`src/rtl/rr_stream_mux.sv`:
```
// N:1 registered stream multiplexer: round-robin or fixed-select arbitration
// feeding a one-entry output register with full-throughput valid/ready handshake.
module rr_stream_mux #(
    parameter int unsigned WIDTH    = 8,
    parameter int unsigned CHANNELS = 4,
    parameter int unsigned SEL_W    = $clog2(CHANNELS)
) (
    input  logic                      clk,
    input  logic                      rst_n,
    input  logic                      mode,
    input  logic [SEL_W-1:0]          fixed_sel,
    input  logic [CHANNELS*WIDTH-1:0] in_data,
    input  logic [CHANNELS-1:0]       in_valid,
    output logic [CHANNELS-1:0]       in_ready,
    output logic [WIDTH-1:0]          out_data,
    output logic [SEL_W-1:0]          out_chan,
    output logic                      out_valid,
    input  logic                      out_ready
);

    logic [SEL_W-1:0]    last_grant;
    logic [SEL_W-1:0]    grant_idx;
    logic [SEL_W-1:0]    cand;
    logic [CHANNELS-1:0] fixed_hit;
    logic [CHANNELS-1:0] elig;
    logic                grant_found;
    logic                load_en;
    logic                take;

    // Decode fixed_sel; an index past the last channel matches nothing.
    always_comb begin
        fixed_hit = '0;
        for (int unsigned i = 0; i < CHANNELS; i++) begin
            fixed_hit[i] = (fixed_sel == SEL_W'(i));
        end
    end

    assign elig = mode ? (in_valid & fixed_hit) : in_valid;

    // Upward search starting just after the last winner, wrapping to channel 0.
    // In fixed mode at most one bit of elig is set, so the same search yields fixed_sel.
    always_comb begin
        grant_found = 1'b0;
        grant_idx   = '0;
        cand        = '0;
        for (int unsigned k = 1; k <= CHANNELS; k++) begin
            cand = SEL_W'((32'(last_grant) + k) % CHANNELS);
            if (!grant_found && elig[cand]) begin
                grant_found = 1'b1;
                grant_idx   = cand;
            end
        end
    end

    assign load_en = !out_valid || out_ready;
    assign take    = load_en && grant_found;

    // Held low during reset even though load_en is high with the register empty.
    assign in_ready = (rst_n && take) ? (CHANNELS'(1) << grant_idx) : '0;

    always_ff @(posedge clk or negedge rst_n) begin
        if (!rst_n) begin
            out_valid  <= 1'b0;
            out_data   <= '0;
            out_chan   <= '0;
            last_grant <= SEL_W'(CHANNELS - 1);
        end else if (load_en) begin
            if (take) begin
                out_data   <= WIDTH'(in_data >> (32'(grant_idx) * WIDTH));
                out_chan   <= grant_idx;
                out_valid  <= 1'b1;
                last_grant <= grant_idx;
            end else begin
                out_valid  <= 1'b0;
            end
        end
    end

endmodule

```
`config.mk`:
```
export PLATFORM = sky130hd
export DESIGN_NAME = rr_stream_mux
export DESIGN_NICKNAME = d
export VERILOG_FILES = /design/src/rtl/rr_stream_mux.sv
export SDC_FILE = /design/constraint.sdc
export NUM_CORES = 1
export LEC_CHECK = 0
export CORE_ASPECT_RATIO = 0.5
export CORE_MARGIN = 2
export CORE_UTILIZATION = 34
export DETAILED_ROUTE_END_ITERATION = 6
export DONT_BUFFER_PORTS = 1
export PLACE_DENSITY_LB_ADDON = 0.12
export SETUP_SLACK_MARGIN = 0.5
export SLEW_MARGIN = 40
export SYNTH_ARGS = -nofsm -noshare
export SYNTH_HDL_FRONTEND = slang
export SYNTH_SLANG_ARGS = --single-unit
```
`constraint.sdc`:
```
create_clock -name clk -period 1.56 [get_ports clk]
set_clock_uncertainty 0.05 [all_clocks]
set_input_delay 0.234 -clock clk [delete_from_list [all_inputs] [get_ports clk]]
set_output_delay 0.234 -clock clk [all_outputs]
set_load 0.005 [all_outputs]
```
# Word level (Yosys, flattened, before mapping)
# Index checks and enable logic that the tools add are counted.
# word_totals
input_bits	42
out_inout_bits	15
ff_bits	13
# classes
n_mux	19
magnitude_cmp	4
addsub	4
n_eq_ne	3
bitwise_logic	1
n_reduce_logical	12
shift	2
# op_table
op	count
$shr 32x5->8	1
$lt 2x3->1 const B	4
$mux 1	9
$bmux 1 s2	4
$mux 2	4
$mux 4	2
$logic_and 1x1->1	5
$add 2x1->2 const B	2
$add 2x2->2 const B	2
$and 4x4->4	1
$eq 2x2->1 const B	2
$logic_not 1->1	4
$shl 1x2->4 const A	1
$eq 2x1->1 const B	1
$logic_not 2->1	1
$reduce_and 2->1	1
$logic_or 1x1->1	1

# Depth between registers and ports, before layout
# depth
ltp_word	18
mapped_depth	7
depth_no_buf	6

# Least setup slack after synthesis
# No wires, ideal clock.
# synth_path
path_kind	reg-to-reg
startpoint	reg last_grant[0]
endpoint	reg out_data[0]
path_buffers	1
required_ps	1361
path_stages_with_launch	8
period_less_slack_ps	1692
setup_ps	149
path_slack_ps	-132
arrival_ps	1493
cell_sequence	dfstp_2 > nand2b_1 > o21a_1 > a32o_2 > and2_4 > buf_2 > a211oi_1 > a211oi_1
# synth_between
elab_chain_cells	15
word_cells_on_any_way	29
# synth_lines
item	line	source
start, declared	21	logic [SEL_W-1:0] last_grant;
start signal, assigned	66	last_grant <= SEL_W'(CHANNELS - 1);
start signal, assigned	72	last_grant <= grant_idx;
parallel branches: the longest is 15 deep, another holds $add 2x1->2	--	
end signal, assigned	69	out_data <= WIDTH'(in_data >> (32'(grant_idx) * WIDTH));
end, declared	15	output logic [WIDTH-1:0] out_data,
# Parallel ways; which one is timed is not known. The select of a mux whose other input is x is not followed.
# A chain may end at the register's enable or synchronous reset.

# Final worst setup path
# layout_path
startpoint	reg last_grant[0]
endpoint	out in_ready[1]
# layout_between
elab_chain_cells	16
word_cells_on_any_way	30
# layout_lines
item	line	source
$add 2x1->2	47	cand = SEL_W'((32'(last_grant) + k) % CHANNELS);
$bmux 1 s2	48	if (!grant_found && elig[cand]) begin
$mux 1 (implied by the code)	48	
$mux 1	48	
$logic_not 1->1	48	
$logic_and 1x1->1	48	
$mux 1	48	
$logic_not 1->1	48	
$logic_and 1x1->1	48	
$mux 1	48	
$logic_not 1->1	48	
$logic_and 1x1->1	48	
$mux 1	48	
$logic_and 1x1->1	56	assign take = load_en && grant_found;
$logic_and 1x1->1	59	assign in_ready = (rst_n && take) ? (CHANNELS'(1) << grant_idx) : '0;
$mux 4 *	59	
end, declared	14	output logic [CHANNELS-1:0] in_ready,
# Mark *: on every way between the ends. The rest lies on a longest branch, timed or not. The select of a mux whose other input is x is not followed.

==> summary.md <==
| Metric | Value |
|---|---|
| Failing checks | negative setup slack |
| WL per Instance | 18.9 um |
| Netlist cell types | 33 |
| Combinational power share | 50.5% |
| Row count | 13 |
| CTS Buffer Depth | 2 |
| Diodes inserted | 0 |
| Root Driver | clkbuf_8 |
| HPWL after DPL | 2160 um |
| Die Y | 42.0 um |
| Worst setup margin | -282 ps |
| Sw frac | 36.1% |
| Syn_area_per_cell | 9.25 um2 |
| Clk pwr share | 17.8% |
| Ys Warns | 0 |
| Crit path required time | 1280 ps |
| Post-route cell area | 1470 um2 |
| Flop pwr share | 31.7% |
| Die Span X | 80.0 um |
| Compound-Gate Fraction of Synth Area | 36.7% |
| Remaining DRCs | 0 |
| Max Slew Vio Count | 0 |
| DR vias | 980 |
| Synth-to-layout area growth | 50.0% |
| First-pass GRT wire length | 4770 um |
| Critical path class | reg -> out |
| Synth top area share | 28.1% |
| Asr flop ratio synth | 100% |
| Global route overflow | 0 |
| TritonCTS clock tree | yes |
| Finished Layout Cells | 167 |
| Top cells by count, synth | a211oi_1, nor2_1, dfrtp_1, a21boi_0, mux2i_1 |
| Critical Path Sink Type | primary output |
| Final Hold Viols | 0 |
| Power Density | 1150 nW/um2 |
| Ratio of cells with drive above 1 in the final layout | 52.3% |
| IO Port Bufs | 0 |
| Number of synthesized flops with an enable pin | 0 |
| Cell taking the most area after synthesis | dfrtp_1 |
| Critical path fanouts, max | 4 |
| Sw power | 0.612 mW |
| Adder-Cell Fraction of Synth Area | 0% |
| Highest-delay cell along the critical path | dfstp_2 |
| Primary FF master, synth | dfrtp_1 |
| Crit path cell chain | nand2b_4, o21a_1, a32o_2, and2_4, buf_6, nor2_4 |
| Gate Count Post-Synth | 106 |
| Placeable Area | 2670 um2 |
| P_int | 1.08 mW |
| Lkg Pwr | 0.561 nW |
| Fin crit period | 1840 ps |
| Largest family of logic cells by synthesized area | compound AO/OA/AOI/OAI gates |
| Crit-path max cell delay | 380 ps |
| Total negative slack | -3150 ps |
| Pin count of the biggest net entering global routing | 16 |
| Unrepaired setup endpoints after global routing | true |
| Vias in the first global route | 1008 |
| TritonCTS buffer count | 3 |
| Final Cycle Share | 118% |
| Relative slew slack | 59.7% |
| Post-synthesis xor/xnor area fraction | 0% |
| Skew-Pair Late Insertion Delay | 250 ps |
| Post-Syn Nets | 148 |
| Outcome | complete, but fails checks |
| Vias per Instance | 5.87 |
| Placed inst area | 1200 um2 |
| Die area | 3360 um2 |
| Setup crit start kind | register |
| Overall power | 1.69 mW |
| Multiplexer share of the synthesized area | 9.18% |
| Netlist Area Pre-Place | 981 um2 |
| Drt first pass iters | 4 |
| CTS clk-pin slew, worst paths | 60 ps |
| Fmax | 0.543 GHz |
| Worst vdd ir | 0.451 mV |
| Flops & latches, synth | 13 |
| Post-Synth Simple-Gate Area | 16.5% |
| Actual slew at the worst max-slew pin | 603 ps |
| Seq/Total Area, Yosys | 33.4% |
| Filler cells | 247 |
| # IOs | 57 |
| Worst-case reg-to-reg path depth | 8 |
| Fin nets | 173 |
| Placed cell count | 156 |
| Initial antenna violation count | 0 |
| Max_cap viols | 0 |
| Total GRT Usage | 18.8% |
| Arrival time of the worst setup path | 1560 ps |
| Hold WC Path Type | in -> reg |
| Area contributors post-synth | dfrtp_1, a211oi_1, mux2i_1 |
| Final wirelength | 3160 um |
| Starting Density | 36.8% |
| Worst Hold Depth | 2 |
| Placer Congestion | 0.727 |
| # H-tree levels | 1 |
| DR iter-0 viols | 20 |
| # setup viols final | 15 |
| Most common cell in the synthesized netlist | a211oi_1 |
| CTS sink count | 13 |
| Final ANT Viol Nets | 0 |
[power by group through the flow]
stage / sequential [mW] / clock (mW) / combinational (mW)
CTS: 0.537 / 0.307 / 0.792
global placement: 0.534 / 0 / 0.574
floorplan: 0.515 / 0 / 0.450
global route: 0.548 / 0.333 / 0.918
detailed placement: 0.542 / 0 / 0.595
finish: 0.537 / 0.302 / 0.856
[layer usage]
metal  wire, um  track usage [%]  part of all wire [%]
met5          0                0                     0
met4         86             7.46                   2.7
met3        204             5.17                   6.4
met2       1550             31.0                    49
met1       1330             23.4                    42
[layout make-up]
cell class                 instances  area (um2)  share of cell area (%)
clock buffer                       4        45.0                    3.06
inverter                           3        11.3                   0.765
multi-input combinational         87         802                    54.5
sequential                        13         328                    22.3
tap                               37        46.3                    3.15
timing repair buffer              23         239                    16.2
[sequential cells by signal (all words and copies together), names as in the netlist]
signal and count:
last_grant 2, out_valid 1, out_data 8, out_chan 2
[through the flow]
step	utilization (%)	setup slack [ps]	hold WS [ps]
after detailed placement	45.0	-210	-111
after global placement	45.0	-131	-111
after CTS	53.1	-251	171
after floorplan	-	-88.2	-112
after global routing	55.2	-377	176
final	55.2	-282	161
[logic make-up (layout without fill, tap and decap cells)]
| logic type | Yosys count | in the layout |
|---|---|---|
| buffers and inverters | 6 | 30 |
| muxes | 9 | 9 |
| and+or+nand+nor | 32 | 32 |
| AOI/OAI and AO/OA | 46 | 46 |
| DFF | 13 | 13 |
[what timing repair did]
item | in CTS | in global routing
endpoints found under the setup margin | 16 | 17
endpoints found under the hold margin | 13 | 0
gates resized for setup | 23 | 9
setup buffers | 5 | 1
hold buffers | 1 | 0
pin swaps | 10 | 17
[placed cells by master (no fill, tap or decap), types with 2 or more instances in the layout]
master and instances:
mux2i_1 9, nor2_4 3, nand3_4 2, buf_6 7
clkbuf_8 3, o21ai_2 3, dfrtp_1 11, o21ai_0 2
a21oi_2 2, dfstp_2 2, inv_1 2, buf_4 12
a21boi_0 10, buf_12 3, nand2b_1 4, a211oi_2 15
nor2_1 11
[critical path: cells and delay by family, from the launching register on]
family	cells	cell delay (ps)
compound gates	2	390
buf+inv	1	130
flops	1	380
simple gates	3	420
[final timing paths]
path | startpoint | to | slack (ps)
setup reg to reg | last_grant[0] | out_data[6] | -240
hold / removal | in_data[3] | out_data[3] | 160
min in group asynchronous | rst_n | out_data[3] | 390
setup / recovery | last_grant[0] | in_ready[1] | -280
max in group asynchronous | rst_n | out_data[5] | 680
hold reg to reg | out_chan[1] | out_chan[1] | 500
(Power assumes the default switching activity.)
